## config.mk

```make
export PLATFORM = sky130hd
export DESIGN_NAME = bg_lock_monitor
export DESIGN_NICKNAME = d
export VERILOG_FILES = /design/src/rtl/bg_pkg.sv /design/src/rtl/bg_edge_event.sv /design/src/rtl/bg_lock_monitor.sv
export SDC_FILE = /design/constraint.sdc
export NUM_CORES = 1
export LEC_CHECK = 0
export ABC_AREA = 1
export CAP_MARGIN = 0
export CORE_ASPECT_RATIO = 1.4
export CORE_MARGIN = 4
export CORE_UTILIZATION = 59
export DETAILED_ROUTE_END_ITERATION = 8
export GPL_TIMING_DRIVEN = 0
export PLACE_DENSITY = 0.8
export SYNTH_ARGS = -nofsm -noshare
export SYNTH_HDL_FRONTEND = slang
export SYNTH_SLANG_ARGS = --single-unit
export TNS_END_PERCENT = 1
```

## constraint.sdc

```tcl
create_clock -name clk -period 8.56 [get_ports clk]
set_clock_uncertainty 0.2 [all_clocks]
set_input_delay 2.568 -clock clk [delete_from_list [all_inputs] [get_ports clk]]
set_output_delay 2.568 -clock clk [all_outputs]
set_load 0.02 [all_outputs]
```

## src/rtl/bg_pkg.sv

```systemverilog
// Shared types and default constants for the bandgap lock monitor.
package bg_pkg;

  typedef enum logic [1:0] {
    IDLE    = 2'd0,
    ACQUIRE = 2'd1,
    LOCKED  = 2'd2,
    STALL   = 2'd3
  } mon_state_t;

  localparam int DEF_WINDOW       = 16;
  localparam int DEF_LOCK_TOL     = 2;
  localparam int DEF_LOCK_WINDOWS = 4;
  localparam int DEF_UNLOCK_BAD   = 2;
  localparam int DEF_TIMEOUT      = 255;

endpackage

```

## src/rtl/bg_edge_event.sv

```systemverilog
// Rise detection on the sequencer correction strobes and the idle timer.
// up/down are single-strobe rises; both flags a simultaneous rise. expire is
// high on the cycle whose edge brings the idle timer to TIMEOUT.
module bg_edge_event
  import bg_pkg::*;
#(
  parameter int TIMEOUT = DEF_TIMEOUT
) (
  input  logic clk,
  input  logic reset,
  input  logic hold,
  input  logic snk,
  input  logic src_n,
  output logic up,
  output logic down,
  output logic both,
  output logic expire
);

  localparam int TW = $clog2(TIMEOUT + 1);

  logic          snk_prev;
  logic          src_prev;
  logic [TW-1:0] idle_cnt;
  logic          snk_rise;
  logic          src_rise;
  logic          any_rise;

  assign snk_rise = snk & ~snk_prev;
  assign src_rise = src_n & ~src_prev;
  assign any_rise = snk_rise | src_rise;
  assign up       = src_rise & ~snk_rise;
  assign down     = snk_rise & ~src_rise;
  assign both     = snk_rise & src_rise;
  // The timer sits at TIMEOUT-1 for exactly one cycle before saturating, so
  // expire can only fire once per quiet stretch.
  assign expire   = ~hold & ~any_rise & (idle_cnt == TW'(TIMEOUT - 1));

  // Previous strobe values and saturating idle timer (cleared by any rise).
  always_ff @(posedge clk) begin
    if (reset) begin
      snk_prev <= 1'b0;
      src_prev <= 1'b0;
      idle_cnt <= '0;
    end else begin
      snk_prev <= snk;
      src_prev <= src_n;
      if (hold || any_rise)
        idle_cnt <= '0;
      else if (idle_cnt != TW'(TIMEOUT))
        idle_cnt <= idle_cnt + TW'(1);
    end
  end

endmodule

```

## src/rtl/bg_lock_monitor.sv

```systemverilog
// Integrates bandgap sequencer correction events over fixed windows and
// reports window balance, a hysteretic lock flag and a stall/restart request.
module bg_lock_monitor
  import bg_pkg::*;
#(
  parameter int WINDOW       = DEF_WINDOW,
  parameter int LOCK_TOL     = DEF_LOCK_TOL,
  parameter int LOCK_WINDOWS = DEF_LOCK_WINDOWS,
  parameter int UNLOCK_BAD   = DEF_UNLOCK_BAD,
  parameter int TIMEOUT      = DEF_TIMEOUT,
  parameter int BAL_W        = 6
) (
  input  logic                    clk,
  input  logic                    reset,
  input  logic                    snk,
  input  logic                    src_n,
  input  logic                    setupBias,
  output logic signed [BAL_W-1:0] win_bal,
  output logic                    win_done,
  output logic                    locked,
  output logic                    stall,
  output logic                    restart_req,
  output logic                    err_both
);

  localparam int CNT_W  = $clog2(WINDOW + 1);
  localparam int GOOD_W = $clog2(LOCK_WINDOWS + 1);
  localparam int BAD_W  = $clog2(UNLOCK_BAD + 1);
  localparam logic signed [BAL_W-1:0] BAL_MAX = {1'b0, {(BAL_W-1){1'b1}}};
  localparam logic signed [BAL_W-1:0] BAL_MIN = -BAL_MAX;

  // Symmetric saturating +/-1 step of the balance accumulator.
  function automatic logic signed [BAL_W-1:0] sat_step(
    input logic signed [BAL_W-1:0] a, input logic inc);
    if (inc) return (a == BAL_MAX) ? a : a + BAL_W'(1);
    else     return (a == BAL_MIN) ? a : a - BAL_W'(1);
  endfunction

  // Good window test: |b| <= LOCK_TOL. b never reaches the most negative
  // code, so the magnitude always fits in BAL_W unsigned bits.
  function automatic logic is_good(input logic signed [BAL_W-1:0] b);
    logic [BAL_W-1:0] mag;
    mag = b[BAL_W-1] ? -b : b;
    return mag <= BAL_W'(LOCK_TOL);
  endfunction

  logic up, down, both, expire, ev;

  bg_edge_event #(.TIMEOUT(TIMEOUT)) u_edge (
    .clk    (clk),
    .reset  (reset),
    .hold   (setupBias),
    .snk    (snk),
    .src_n  (src_n),
    .up     (up),
    .down   (down),
    .both   (both),
    .expire (expire)
  );

  assign ev = up | down;

  mon_state_t              state, state_n;
  logic signed [BAL_W-1:0] acc, acc_n, acc_t, win_bal_n;
  logic [CNT_W-1:0]        cnt, cnt_n;
  logic [GOOD_W-1:0]       good, good_n;
  logic [BAD_W-1:0]        bad, bad_n;
  logic                    win_done_n, locked_n, stall_n, restart_n, err_n, good_win;

  // Next-state, window accumulation and flag logic.
  always_comb begin
    state_n    = state;
    acc_n      = acc;
    acc_t      = acc;
    cnt_n      = cnt;
    good_n     = good;
    bad_n      = bad;
    win_bal_n  = win_bal;
    win_done_n = 1'b0;
    locked_n   = locked;
    stall_n    = stall;
    restart_n  = 1'b0;
    err_n      = err_both;
    good_win   = 1'b0;
    if (setupBias) begin
      state_n  = IDLE;
      acc_n    = '0;
      cnt_n    = '0;
      good_n   = '0;
      bad_n    = '0;
      locked_n = 1'b0;
      stall_n  = 1'b0;
    end else begin
      if (both) err_n = 1'b1;
      if (state == STALL) begin
        // Partial window frozen in STALL is discarded; the waking event opens a new one.
        if (ev) begin
          state_n = ACQUIRE;
          stall_n = 1'b0;
          acc_n   = sat_step('0, up);
          cnt_n   = CNT_W'(1);
          good_n  = '0;
        end
      end else begin
        if (state == IDLE) state_n = ACQUIRE;
        if (ev) begin
          acc_t = sat_step(acc, up);
          if (cnt == CNT_W'(WINDOW - 1)) begin
            win_bal_n  = acc_t;
            win_done_n = 1'b1;
            acc_n      = '0;
            cnt_n      = '0;
            good_win   = is_good(acc_t);
            if (good_win) begin
              bad_n  = '0;
              good_n = (good == GOOD_W'(LOCK_WINDOWS)) ? good : good + GOOD_W'(1);
            end else begin
              good_n = '0;
              bad_n  = (bad == BAD_W'(UNLOCK_BAD)) ? bad : bad + BAD_W'(1);
            end
            if (state != LOCKED && good_win && good_n == GOOD_W'(LOCK_WINDOWS)) begin
              state_n  = LOCKED;
              locked_n = 1'b1;
            end else if (state == LOCKED && !good_win && bad_n == BAD_W'(UNLOCK_BAD)) begin
              state_n  = ACQUIRE;
              locked_n = 1'b0;
              good_n   = '0;
            end
          end else begin
            acc_n = acc_t;
            cnt_n = cnt + CNT_W'(1);
          end
        end else if (expire && state != IDLE) begin
          state_n   = STALL;
          stall_n   = 1'b1;
          restart_n = 1'b1;
          locked_n  = 1'b0;
        end
      end
    end
  end

  // State, counters, accumulator and output registers.
  always_ff @(posedge clk) begin
    if (reset) begin
      state       <= IDLE;
      acc         <= '0;
      cnt         <= '0;
      good        <= '0;
      bad         <= '0;
      win_bal     <= '0;
      win_done    <= 1'b0;
      locked      <= 1'b0;
      stall       <= 1'b0;
      restart_req <= 1'b0;
      err_both    <= 1'b0;
    end else begin
      state       <= state_n;
      acc         <= acc_n;
      cnt         <= cnt_n;
      good        <= good_n;
      bad         <= bad_n;
      win_bal     <= win_bal_n;
      win_done    <= win_done_n;
      locked      <= locked_n;
      stall       <= stall_n;
      restart_req <= restart_n;
      err_both    <= err_n;
    end
  end

endmodule

```

* Word level (Yosys, flattened, before mapping)
Index checks and enable logic that the tools add are counted.
** Cells by class
- Bitwise operators :: 17
- Mux-type cells :: 53
- Equal/unequal tests :: 16
- Order comparisons :: 1
- Add/subtract/negate cells :: 7
- Reduce and logical (&&, ||, !) cells :: 21
** Operator list (count)
- two-way mux 6 bit :: 12
- two-way mux 3 bit :: 12
- two-way mux 2 bit :: 14
- two-way mux 5 bit :: 4
- == test 6 bit, second input constant :: 2
- two-way mux 1 bit :: 11
- adder 8 x 1 -> 8 bit, second input constant :: 1
- == test 2 bit, second input constant :: 4
- == test 8 bit, second input constant :: 1
- inequality test 8 bit, second input constant :: 1
- NOT 1 bit :: 8
- AND reduction 4 bit :: 2
- OR reduction 4 bit :: 2
- AND 1 bit :: 7
- adder 6 x 2 -> 6 bit, second input constant :: 1
- == test 3 bit, second input constant :: 2
- less-or-equal comparator 6 x 2 -> 1 bit, second input constant :: 1
- negator 6 bit :: 1
- AND reduction 3 bit :: 2
- nonzero test 2 bit :: 3
- subtractor 6 x 2 -> 6 bit, second input constant :: 1
- adder 5 x 1 -> 5 bit, second input constant :: 1
- == test 5 x 4 -> 1 bit, second input constant :: 1
- logical AND 1 bit :: 5
- other kinds (11) :: 16
** Word-level totals
- Word-level logic and storage cells :: 129
- Output and inout port bits :: 11
- Input port bits :: 5
- Register bits after elaboration :: 39

* Depth between registers and ports, before layout
Gate-level depths: netlist (run 1).
- Depth after elaboration :: 23
- Depth in mapped cells :: 22
- Mapped depth without buffers :: 22

* Cells and area by module
From an unflattened synthesis (run 1), not the netlist that was laid out.
** Unflattened totals
- Cells, all modules :: 342
- Area, all modules :: 2478.6 sq um
** By module, submodules not included
- bg_lock_monitor :: cells an instance 256, sequential area each 580.6 sq um, area each 1929.4 sq um, times used 1
- bg_edge_event :: cells an instance 86, sequential area each 200.2 sq um, area each 549.3 sq um, times used 1

* Least setup slack after synthesis (run 1)
OpenSTA, ideal clock, no wires.
- Kind :: input to register
- Start point :: input src_n
- End point :: register locked
- Slack :: 3.881 ns
- Library setup time :: 0.068 ns
- Data required time :: 8.292 ns
- Data arrival time :: 4.412 ns
- Buffers on the path :: 0
- Stages :: 20
- Path through :: inv_1 -> nor2_1 -> ha_1 -> inv_1 -> nand2_4 -> nand2_1 -> nand2_2 -> nand2_2 -> ha_1 -> nand2_1 -> nand2_1 -> nor2_1 -> nand2_1 -> nand2_2 -> nand2_2 -> nand3_1 -> nand3_1 -> nand2_1 -> nand2_1 -> a21oi_2
** On the way
- Cells in the longest elaborated chain, start to end :: 19
- Elaborated cells between the ends (all ways) :: 41
- Classes of those cells :: add/sub (1); order compare (1); eq/ne (4); mux (18); bitwise (9); reduce/logical (8)
** Ends and longest elaborated chain
- start, declared :: line bg_lock_monitor.sv:16 : input logic src_n,
- AND 1 bit * :: line bg_edge_event.sv:30 : assign src_rise = src_n & ~src_prev;
- AND 1 bit :: line bg_edge_event.sv:32 : assign up = src_rise & ~snk_rise;
- two-way mux 6 bit :: line bg_lock_monitor.sv:35 : if (inc) return (a == BAL_MAX) ? a : a + BAL_W'(1);
- two-way mux 6 bit :: line bg_lock_monitor.sv:106 : if (ev) begin
- two-way mux 6 bit :: line bg_lock_monitor.sv:95 : if (state == STALL) begin
- two-way mux 6 bit :: line bg_lock_monitor.sv:85 : if (setupBias) begin
- negator 6 bit :: line bg_lock_monitor.sv:43 : mag = b[BAL_W-1] ? -b : b;
- two-way mux 6 bit :: line bg_lock_monitor.sv:43
- (+3 left out)
- two-way mux 3 bit :: line bg_lock_monitor.sv:106
- two-way mux 3 bit :: line bg_lock_monitor.sv:95
- two-way mux 3 bit :: line bg_lock_monitor.sv:85
- == test 3 bit :: line bg_lock_monitor.sv:121 : if (state != LOCKED && good_win && good_n == GOOD_W'(LOCK_WINDOWS)) begin
- logical AND 1 bit :: line bg_lock_monitor.sv:121
- two-way mux 1 bit :: line bg_lock_monitor.sv:121
- two-way mux 1 bit :: line bg_lock_monitor.sv:108 : if (cnt == CNT_W'(WINDOW - 1)) begin
- two-way mux 1 bit :: line bg_lock_monitor.sv:106
- end signal, assigned :: line bg_lock_monitor.sv:165 : locked <= locked_n;
- end, declared :: line bg_lock_monitor.sv:20 : output logic locked,
Every way passes the cells marked *; elsewhere a longest branch is shown, timed or not. The select of a mux whose other input is x is not followed.
A chain may end at the register's enable or synchronous reset.

* Worst setup path after layout (run 1)
Ends and elaborated chain as after synthesis.

==> impl_metrics.csv, run 1 <==
group,metric,value,unit
outcome,status,"completed",
clock_network,h-tree-depth,2,
global_routing,grt_max_degree,12,
floorplan,fp.coreArea,3710,um^2
sta,whs,0.271,ns
clock_network,ctsResizeCount,0,
global_routing,grt_pass1_vias,1937,
global_routing,antenna_found_initial,0,
clock_network,clockBufferDepth,2,
detailed_routing,drt-initial-drc-count,131,
sta,fin_setup_tns,0,ns
worst_setup_path,r2r_end,"locked",
global_routing,grt-ovfl-total,0,
global_routing,grtUsageTotal,22.3,%
synthesis,syn_nets,335,
placed_design,gp_congestion,0.910,
cells_and_area,fin_nets,357,
sta,rsz0062_at_grt,"no",
detailed_routing,drc_errors,0,
detailed_routing,vias,2021,
floorplan,die-area,4960,um^2
clock_network,cts_setup_buffers,0,
cells_and_area,fin_cells,377,
synthesis,yosys.area.top_type,"dfxtp_1",
sta,final.min_clock_period,5.33,ns
synthesis,synth.avg_cell_area,7.32,um^2
clock_network,cts_tree,"built",
worst_setup_path,critPathLaunchType,"input port",
worst_setup_path,crit_type,"input port to flip-flop",
sta,period_share,62.3,%
worst_setup_path,cp-startpoint,"src_n",
detailed_routing,drtPass1Iterations,4,
sta,hold_violations,0,
clock_network,path_clk_slew,0.07,ns
clock_network,ctsHoldBuffers,0,
worst_setup_path,crit_fanout,6,
sta,setup_viol,0,
detailed_routing,wirelength,4840,um
sta,maxSlewHeadroom,58.5,%
worst_setup_path,rr_worst_depth,19,
synthesis,synth_top_area_share,34.1,%
power,ir_drop,0.000161,V
clock_network,clkSinkCount,39,
placed_design,portBuffers,15,
floorplan,die_w,60.7,um
synthesis,yosysSeqAreaShare,34.1,%
detailed_routing,routedWlPerCell,12.8,um
synthesis,synth_seq_cells,39,
worst_setup_path,crit_end,"locked",
power,power_per_cell_area,155,nW/um^2
cells_and_area,fin_util,69.6,%
cells_and_area,syn2layout_area_growth,12.7,%
sta,worst_pin_slew,0.620,ns
cells_and_area,layout_commonest_cell,"nand2_1",
clock_network,clk_latency,0.29,ns
worst_setup_path,reg2reg_slack,5.69,ns
cells_and_area,drive_gt1_share,12.5,%
job,drv_cap,0,
floorplan,dieHeight,81.8,um
global_routing,grt_pass1_wl,8370,um
worst_setup_path,rr_startpoint,"u_edge.src_prev",
worst_setup_path,cp-end-kind,"flip-flop",
cells_and_area,n_antenna_cell,0,
floorplan,rows,26,
worst_setup_path,required,8.58,ns
sta,fmax,188,MHz
detailed_routing,ant_nets,0,
cells_and_area,final_cell_mix,"63 x nand2_1, 39 x inv_1, 39 x dfxtp_1",
clock_network,cts-root-buf,"clkbuf_8",
placed_design,dp_hpwl,3660,um
sta,drv_slew,0,
synthesis,ys_types,36,
min_path,hp-class,"flip-flop to flip-flop",
floorplan,start_util,61.8,%
power,leakage,1.15,nW
placed_design,dp_cells,370,
synthesis,synthesis.instances,313,
synthesis,synth_top_cells_by_area,"dfxtp_1 34%, nand2_1 10%, ha_1 9.3%",
synthesis,netlist_area,2290,um^2
synthesis,yosys_warnings,0,
worst_setup_path,arrival,5.35,ns
floorplan,io_pins,16,
power,p_total,0.000400,W
clock_network,cts_buffers,5,
detailed_routing,avgViaCountPerCell,5.36,
==> cells by family after synthesis <==
kind of cell / Yosys count / synth area share, %
AOI/OAI and AO/OA: 51 / 14.1
xor gates and xnor gates: 12 / 4.59
adders and majority gates: 17 / 9.28
buffers and inverters: 50 / 8.68
DFF: 39 / 34.1
and+or+nand+nor: 144 / 29.3
==> worst min-delay path by stage <==
| stage | startpoint | end | slack, ns | cells past startpoint |
|---|---|---|---|---|
| 4_1_cts | bad[0] | bad[0] | 0.27 | 2 |
| 2_1_floorplan | bad[1] | bad[1] | 0.24 | 2 |
| 3_3_place_gp | bad[0] | bad[0] | 0.26 | 2 |
| 3_5_place_dp | locked | locked | 0.26 | 2 |
| 5_1_grt | bad[0] | bad[0] | 0.30 | 2 |
| 6_report | bad[0] | bad[0] | 0.27 | 2 |
==> worst max-delay path, stage by stage <==
cell and delay [ns]:
clkdlybuf4s50_1 0.45, inv_1 0.05, nor2_1 0.20, ha_1 0.34
inv_1 0.18, nand2_4 0.14, nand2_1 0.07, nand2_2 0.07
nand2_2 0.09, ha_1 0.31, nand2_1 0.08, nand2_1 0.06
nor2_1 0.09, nand2_1 0.07, nand2_2 0.09, nand2_2 0.09
nand3_1 0.09, nand3_1 0.07, nand2_1 0.08, nand2_1 0.06
a21oi_2 0.11
==> metrics by stage <==
step / area [um^2] / worst slack [ns]
2_1_floorplan: 2290 / 3.88
3_3_place_gp: 2490 / 3.04
3_5_place_dp: 2490 / 2.99
4_1_cts: 2580 / 3.25
5_1_grt: 2580 / 2.99
6_report: 2580 / 3.23
==> metal layers <==
| metal | vias up | global-route usage, % | wire length (um) |
|---|---|---|---|
| met5 | - | 0 | 0 |
| met4 | 0 | 8.46 | 99 |
| met3 | 9 | 4.56 | 123 |
| met2 | 27 | 39.5 | 2520 |
| met1 | 927 | 25.7 | 2100 |
| li1 | 1058 | - | - |
==> layout make-up <==
cell class              instances  area, um^2
flip-flops and latches         39         781
well taps                      42        52.6
repair buffers                 15         150
clock inverters                 1        5.00
inverters                      46         173
multi-input cells             224        1310
clock buffers                   6        82.6
fillers                       335        1130
plain buffers                   4        26.3
==> sequential cells by signal (all words and copies together) (netlist names) <==
signal	cells
acc	6
bad	2
cnt	5
err_both	1
good	3
locked	1
restart_req	1
stall	1
state	2
u_edge.idle_cnt	8
u_edge.snk_prev	1
u_edge.src_prev	1
win_bal	6
win_done	1
==> synthesized netlist by cell type <==
cell type / instances
a211oi_1: 1
a21oi_1: 17
a21oi_2: 4
a221oi_1: 5
a22o_1: 1
a31oi_1: 2
buf_1: 1
buf_4: 1
buf_6: 1
clkbuf_1: 1
clkinv_1: 1
dfxtp_1: 39
ha_1: 17
inv_1: 39
inv_2: 6
nand2_1: 63
nand2_2: 6
nand2_4: 2
nand3_1: 11
nand3_2: 4
nand4_1: 6
nand4_2: 2
nor2_1: 35
nor2_2: 7
nor3_1: 6
o2111a_1: 1
o211ai_1: 4
o21ai_0: 9
o21ai_1: 3
o21ai_2: 1
o22ai_1: 2
o31ai_1: 1
or2_2: 1
or3_1: 1
xnor2_1: 2
xor2_1: 10
==> report_power, final <==
group / internal (W) / total [W] / switching [W] / leakage (nW)
clock network: 0.0000632 / 0.000124 / 0.0000611 / 0.0470
logic: 0.0000284 / 0.0000853 / 0.0000569 / 0.787
registers: 0.000186 / 0.000191 / 0.00000472 / 0.316
No activity file was read; power rests on OpenSTA's default activity.
==> inputs of run 2 (changes only) <==
--- a/config.mk
+++ b/config.mk
@@ -9,10 +9,10 @@
 export CAP_MARGIN = 0
 export CORE_ASPECT_RATIO = 1.4
 export CORE_MARGIN = 4
-export CORE_UTILIZATION = 59
+export CORE_UTILIZATION = 53
 export DETAILED_ROUTE_END_ITERATION = 8
 export GPL_TIMING_DRIVEN = 0
-export PLACE_DENSITY = 0.8
+export PLACE_DENSITY = 0.76
 export SYNTH_ARGS = -nofsm -noshare
 export SYNTH_HDL_FRONTEND = slang
 export SYNTH_SLANG_ARGS = --single-unit
==> constraint.sdc (replaced) <==
create_clock -name clk -period 4.5 [get_ports clk]
set_clock_uncertainty 0.2 [all_clocks]
set_input_delay 1.35 -clock clk [delete_from_list [all_inputs] [get_ports clk]]
set_output_delay 1.35 -clock clk [all_outputs]
set_load 0.02 [all_outputs]
==> run 2 against run 1 <==
Against the previous run: register-to-register slack lost 3.9 ns; sequential share of layout area is essentially flat; largest cell class unchanged; cell count grew 1.1%; sequential power grew 90%.
==> impl_metrics.csv, run 2 (synthesized netlist as in run 1, its figures left out) <==
group,metric,value,unit
floorplan,start_util,54.5,%
power,switching_share,30.5,%
min_path,hp-class,"flip-flop to flip-flop",
detailed_routing,drtPass1Iterations,5,
sta,maxSlewHeadroom,58.2,%
detailed_routing,avgViaCountPerCell,5.31,
worst_setup_path,cp-end-kind,"flip-flop",
global_routing,grt_pass1_vias,1875,
cells_and_area,final_cell_area,2580,um^2
cells_and_area,fin_nets,357,
clock_network,cts_tree,"built",
clock_network,cts-root-buf,"clkbuf_8",
worst_setup_path,required,4.52,ns
sta,whs,0.263,ns
worst_setup_path,crit_type,"input port to flip-flop",
global_routing,grtUsageTotal,18.5,%
global_routing,grt_max_degree,12,
sta,hold_violations,0,
clock_network,ctsHoldBuffers,0,
clock_network,cts_buffers,5,
power,p_sw,0.000227,W
global_routing,antenna_found_initial,0,
min_path,min_path_cells,2,
global_routing,grt_pass1_wl,8050,um
worst_setup_path,arrival,3.98,ns
floorplan,dieHeight,85.8,um
detailed_routing,vias,2025,
sta,period_share,87.9,%
cells_and_area,drive_gt1_share,12.2,%
sta,worst_pin_slew,0.625,ns
worst_setup_path,cp_cell_sequence,"clkdlybuf4s50_1 -> inv_1 -> nor2_1 -> ha_1 -> inv_1 -> nand2_4 -> nand2_1 -> nand2_2 -> nand2_2 -> ha_1 -> nand2_1 -> nand2_1 -> nor2_1 -> nand2_1 -> nand2_2 -> nand2_2 -> inv_1 -> nand4_1 -> a21oi_2",
clock_network,clkSinkCount,39,
worst_setup_path,cp.depth,19,
sta,fin_setup_tns,0,ns
worst_setup_path,slowest_stage,"clkdlybuf4s50_1",
cells_and_area,largestRegisters,"u_edge.idle_cnt: 8 flops, acc: 6 flops, win_bal: 6 flops",
power,leakage,1.15,nW
job,drv_cap,0,
sta,setup_viol,0,
sta,fmax,253,MHz
clock_network,ctsResizeCount,0,
worst_setup_path,rr_worst_depth,17,
power,seqPwrFrac,48.8,%
clock_network,clockBufferDepth,2,
clock_network,cts_setup_buffers,0,
power,power_per_cell_area,288,nW/um^2
floorplan,fp.coreArea,4200,um^2
placed_design,portBuffers,15,
worst_setup_path,crit_fanout,6,
power,ir_drop,0.000198,V
detailed_routing,wirelength,4690,um
placed_design,dp_hpwl,3670,um
cells_and_area,fin_util,61.4,%
worst_setup_path,critPathLaunchType,"input port",
cells_and_area,largest_register_ffs,8,
sta,drv_slew,0,
cells_and_area,fillers,406,
worst_setup_path,crit_buf_inv,4,
floorplan,die-area,5460,um^2
global_routing,grt-ovfl-total,0,
clock_network,h-tree-depth,2,
detailed_routing,routedWlPerCell,12.3,um
detailed_routing,drt-initial-drc-count,52,
cells_and_area,layout_commonest_cell,"nand2_1",
cells_and_area,syn2layout_area_growth,12.6,%
detailed_routing,ant_nets,0,
floorplan,die_w,63.6,um
placed_design,placed_area,2500,um^2
clock_network,path_clk_slew,0.07,ns
sta,final.min_clock_period,3.96,ns
clock_network,clk_latency,0.29,ns
power,clkPwrFrac,30.0,%
sta,rsz0062_at_grt,"no",
cells_and_area,final_cell_mix,"63 x nand2_1, 39 x inv_1, 39 x dfxtp_1",
detailed_routing,drc_errors,0,
cells_and_area,n_antenna_cell,0,
floorplan,rows,28,
outcome,status,"completed",
worst_setup_path,critPathTopFamily,"simple AND/OR/NAND/NOR gates",
placed_design,gp_congestion,0.850,
floorplan,io_pins,16,
worst_setup_path,slowest_delay,0.45,ns
power,p_int,0.000516,W
power,pwr-share-comb,21.2,%
cells_and_area,regMostFlops,"u_edge.idle_cnt",
## run 2: worst paths after layout
check / from / to / slack [ns]
setup / recovery: src_n / locked / 0.54
hold / removal: bad[0] / bad[0] / 0.26
setup reg to reg: u_edge.src_prev / locked / 1.79
hold reg to reg: bad[0] / bad[0] / 0.26
## run 2: per-stage QoR
step                setup WS (ns)  cells  power [W]
floorplan                    1.04    313   0.000492
global placement            0.218    373   0.000525
detailed placement          0.236    373   0.000528
CTS                         0.532    381   0.000752
global route                0.249    381   0.000788
finish                      0.545    381   0.000743
## run 2: power by group through the flow
stage	combinational [W]	clock, W	sequential [W]
after floorplan	0.000122	0	0.000370
after global placement	0.000155	0	0.000370
after detailed placement	0.000158	0	0.000370
after CTS	0.000158	0.000232	0.000362
after global routing	0.000181	0.000244	0.000364
final	0.000158	0.000223	0.000363
## run 2: worst register-to-register path, cell delays in order, from the launching register on
cell     delay (ns)
dfxtp_1        0.30
nor2_1         0.19
ha_1           0.32
inv_1          0.18
nand2_4        0.14
nand2_1        0.07
nand2_2        0.08
nand2_2        0.07
ha_1           0.29
nand2_1        0.07
nand2_1        0.05
nor2_1         0.09
nand2_1        0.07
nand2_2        0.08
nand2_2        0.09
inv_1          0.10
nand4_1        0.12
a21oi_2        0.16
## run 2: metal layers
| metal | vias up | track usage (%) | share of wire, % |
|---|---|---|---|
| met4 | 0 | 6.88 | 2.0 |
| li1 | 1062 | - | - |
| met3 | 10 | 2.88 | 3.3 |
| met1 | 917 | 20.8 | 42 |
| met2 | 36 | 34.4 | 53 |
| met5 | - | 0 | 0 |
## run 2: area by class of cell
class	count	area [um^2]	area share, %
Multi-Input combinational cell	224	1310	50.9
Timing Repair Buffer	15	150	5.82
Inverter	46	173	6.69
Clock buffer	7	76.3	2.96
Buffer	4	26.3	1.02
Tap cell	45	56.3	2.18
Clock inverter	1	5.00	0.194
Sequential cell	39	781	30.3
==> inputs of run 3 (changes only) <==
--- a/config.mk
+++ b/config.mk
@@ -7,11 +7,9 @@
 export LEC_CHECK = 0
 export ABC_AREA = 1
 export CAP_MARGIN = 0
-export CORE_ASPECT_RATIO = 1.4
 export CORE_MARGIN = 4
 export CORE_UTILIZATION = 53
 export DETAILED_ROUTE_END_ITERATION = 8
-export GPL_TIMING_DRIVEN = 0
 export PLACE_DENSITY = 0.76
 export SYNTH_ARGS = -nofsm -noshare
 export SYNTH_HDL_FRONTEND = slang
==> run 3 against run 2 <==
Against the previous run: combinational power is 3% higher; power rose by 13%; register-to-register slack improved by 0.03 ns; routed wire length up 3.6%; via count about the same; cell count up 1.0%; critical path type unchanged; critical endpoint is now state[1]; largest power group unchanged.
==> impl_metrics.csv, run 3 (synthesized netlist as in run 1, its figures left out) <==
group,metric,value,unit
outcome,status,"completed",
global_routing,grtUsageTotal,20.0,%
cells_and_area,final_cell_area,2620,um^2
detailed_routing,avgViaCountPerCell,5.25,
sta,fin_setup_tns,0,ns
power,ir_drop,0.000194,V
clock_network,ctsHoldBuffers,0,
worst_setup_path,critPathTopFamily,"simple AND/OR/NAND/NOR gates",
worst_setup_path,critPathLaunchType,"input port",
detailed_routing,drtPass1Iterations,4,
sta,setup_viol,0,
worst_setup_path,r2r_end,"state[1]",
cells_and_area,drive_gt1_share,13.1,%
detailed_routing,drt-initial-drc-count,134,
cells_and_area,largestRegisters,"u_edge.idle_cnt: 8 flops, acc: 6 flops, win_bal: 6 flops",
global_routing,grt_max_degree,16,
worst_setup_path,crit_type,"input port to flip-flop",
cells_and_area,fillers,381,
floorplan,die_w,73.8,um
min_path,hold_path_end,"bad[1]",
worst_setup_path,crit_fanout,6,
worst_setup_path,cp-end-kind,"flip-flop",
global_routing,antenna_found_initial,0,
clock_network,clockBufferDepth,2,
placed_design,portBuffers,15,
worst_setup_path,crit_buf_inv,4,
global_routing,grt_pass1_vias,1911,
sta,maxSlewHeadroom,66.7,%
cells_and_area,layout_commonest_cell,"nand2_1",
cells_and_area,final_cell_mix,"63 x nand2_1, 39 x inv_1, 39 x dfxtp_1",
cells_and_area,syn2layout_area_growth,14.2,%
floorplan,fp.coreArea,4090,um^2
placed_design,placed_area,2500,um^2
sta,setup_slack,0.610,ns
sta,period_share,86.4,%
detailed_routing,routedWlPerCell,12.6,um
worst_setup_path,slowest_stage,"clkdlybuf4s50_1",
cells_and_area,n_antenna_cell,0,
cells_and_area,multiInputGateArea,1310,um^2
placed_design,pre_cts_ws,0.327,ns
job,drv_cap,0,
floorplan,io_pins,16,
worst_setup_path,cp.depth,22,
clock_network,ctsResizeCount,0,
cells_and_area,fin_nets,356,
detailed_routing,wirelength,4860,um
clock_network,cts-root-buf,"clkbuf_8",
worst_setup_path,required,4.48,ns
power,leakage,1.16,nW
floorplan,rows,23,
placed_design,dp_hpwl,3670,um
clock_network,h-tree-depth,2,
clock_network,cts_tree,"built",
sta,final.min_clock_period,3.89,ns
detailed_routing,vias,2023,
min_path,min_path_cells,2,
worst_setup_path,arrival,3.87,ns
worst_setup_path,crit_top_cell,"nand2_1",
worst_setup_path,reg2reg_slack,1.82,ns
min_path,hp-class,"flip-flop to flip-flop",
sta,drv_slew,0,
power,power_per_cell_area,320,nW/um^2
floorplan,start_util,56.1,%
sta,hold_violations,0,
clock_network,clk_latency,0.30,ns
detailed_routing,ant_nets,0,
cells_and_area,largest_register_ffs,8,
clock_network,cts_setup_buffers,0,
sta,rsz0062_at_grt,"no",
floorplan,die-area,5440,um^2
global_routing,grt-ovfl-total,0,
floorplan,dieHeight,73.8,um
clock_network,clkSinkCount,39,
worst_setup_path,rr_worst_depth,21,
cells_and_area,seqCellArea,781,um^2
worst_setup_path,rr_startpoint,"acc[0]",
detailed_routing,drc_errors,0,
min_path,worstHoldStart,"bad[1]",
global_routing,grt_pass1_wl,8400,um
placed_design,gp_congestion,0.871,
cells_and_area,regMostFlops,"u_edge.idle_cnt",
sta,fmax,257,MHz
sta,worst_pin_slew,0.499,ns
worst_setup_path,cp_cell_sequence,"clkdlybuf4s50_1 -> inv_1 -> nor2_1 -> ha_1 -> inv_1 -> nand2_4 -> nand2_1 -> nand2_2 -> nand2_2 -> ha_1 -> inv_1 -> nand2_1 -> nand2_1 -> nor2_1 -> nand2_1 -> nand2_2 -> nand2_2 -> nand4_2 -> nand2_1 -> nand2_1 -> nand2_1 -> a21oi_2",
clock_network,path_clk_slew,0.08,ns
worst_setup_path,slowest_delay,0.45,ns
clock_network,cts_buffers,5,
## run 3: changes by cell type in the layout (fill, tap and decap cells not counted), sizes merged
cell / delta
clkbuf: -2
bufinv: +1
## run 3: how the worst max path moves through the flow
stage | startpoint | end
2_1_floorplan | src_n | locked
3_3_place_gp | src_n | locked
3_5_place_dp | src_n | locked
4_1_cts | src_n | locked
5_1_grt | src_n | state[1]
6_report | src_n | state[1]
## run 3: layout make-up
class / instances / share of cell area [%]
flip-flops and latches: 39 / 29.8
clock buffers: 6 / 3.15
multi-input cells: 224 / 50.1
inverters: 46 / 6.59
repair buffers: 18 / 6.59
well taps: 50 / 2.39
clock inverters: 2 / 1.34
## run 3: power breakdown
group / switching, W / leakage, nW / internal (W)
combinational: 0.000107 / 0.787 / 0.0000555
clock: 0.000133 / 0.0612 / 0.000179
sequential: 0.0000107 / 0.316 / 0.000354
## run 3: tightest hold or removal path, cell delays in order, from the launching register on
cell	delay (ns)
dfxtp_1	0.30
inv_1	0.06
a211oi_1	0.06
## run 3: per-stage QoR
step / hold WS [ns] / cells / utilization (%) / total power, W
6_report: 0.270 / 385 / 64.1 / 0.000839
3_5_place_dp: 0.260 / 377 / 61.2 / 0.000533
4_1_cts: 0.272 / 385 / 64.1 / 0.000839
5_1_grt: 0.299 / 385 / 64.1 / 0.000880
2_1_floorplan: 0.240 / 313 / - / 0.000492
3_3_place_gp: 0.256 / 377 / 61.2 / 0.000532
## run 3: layer usage
metal | share of wire [%] | GRT usage [%]
met5 | 0 | 0
met2 | 47 | 31.8
met1 | 48 | 25.9
met3 | 3.5 | 4.24
met4 | 1.9 | 8.65
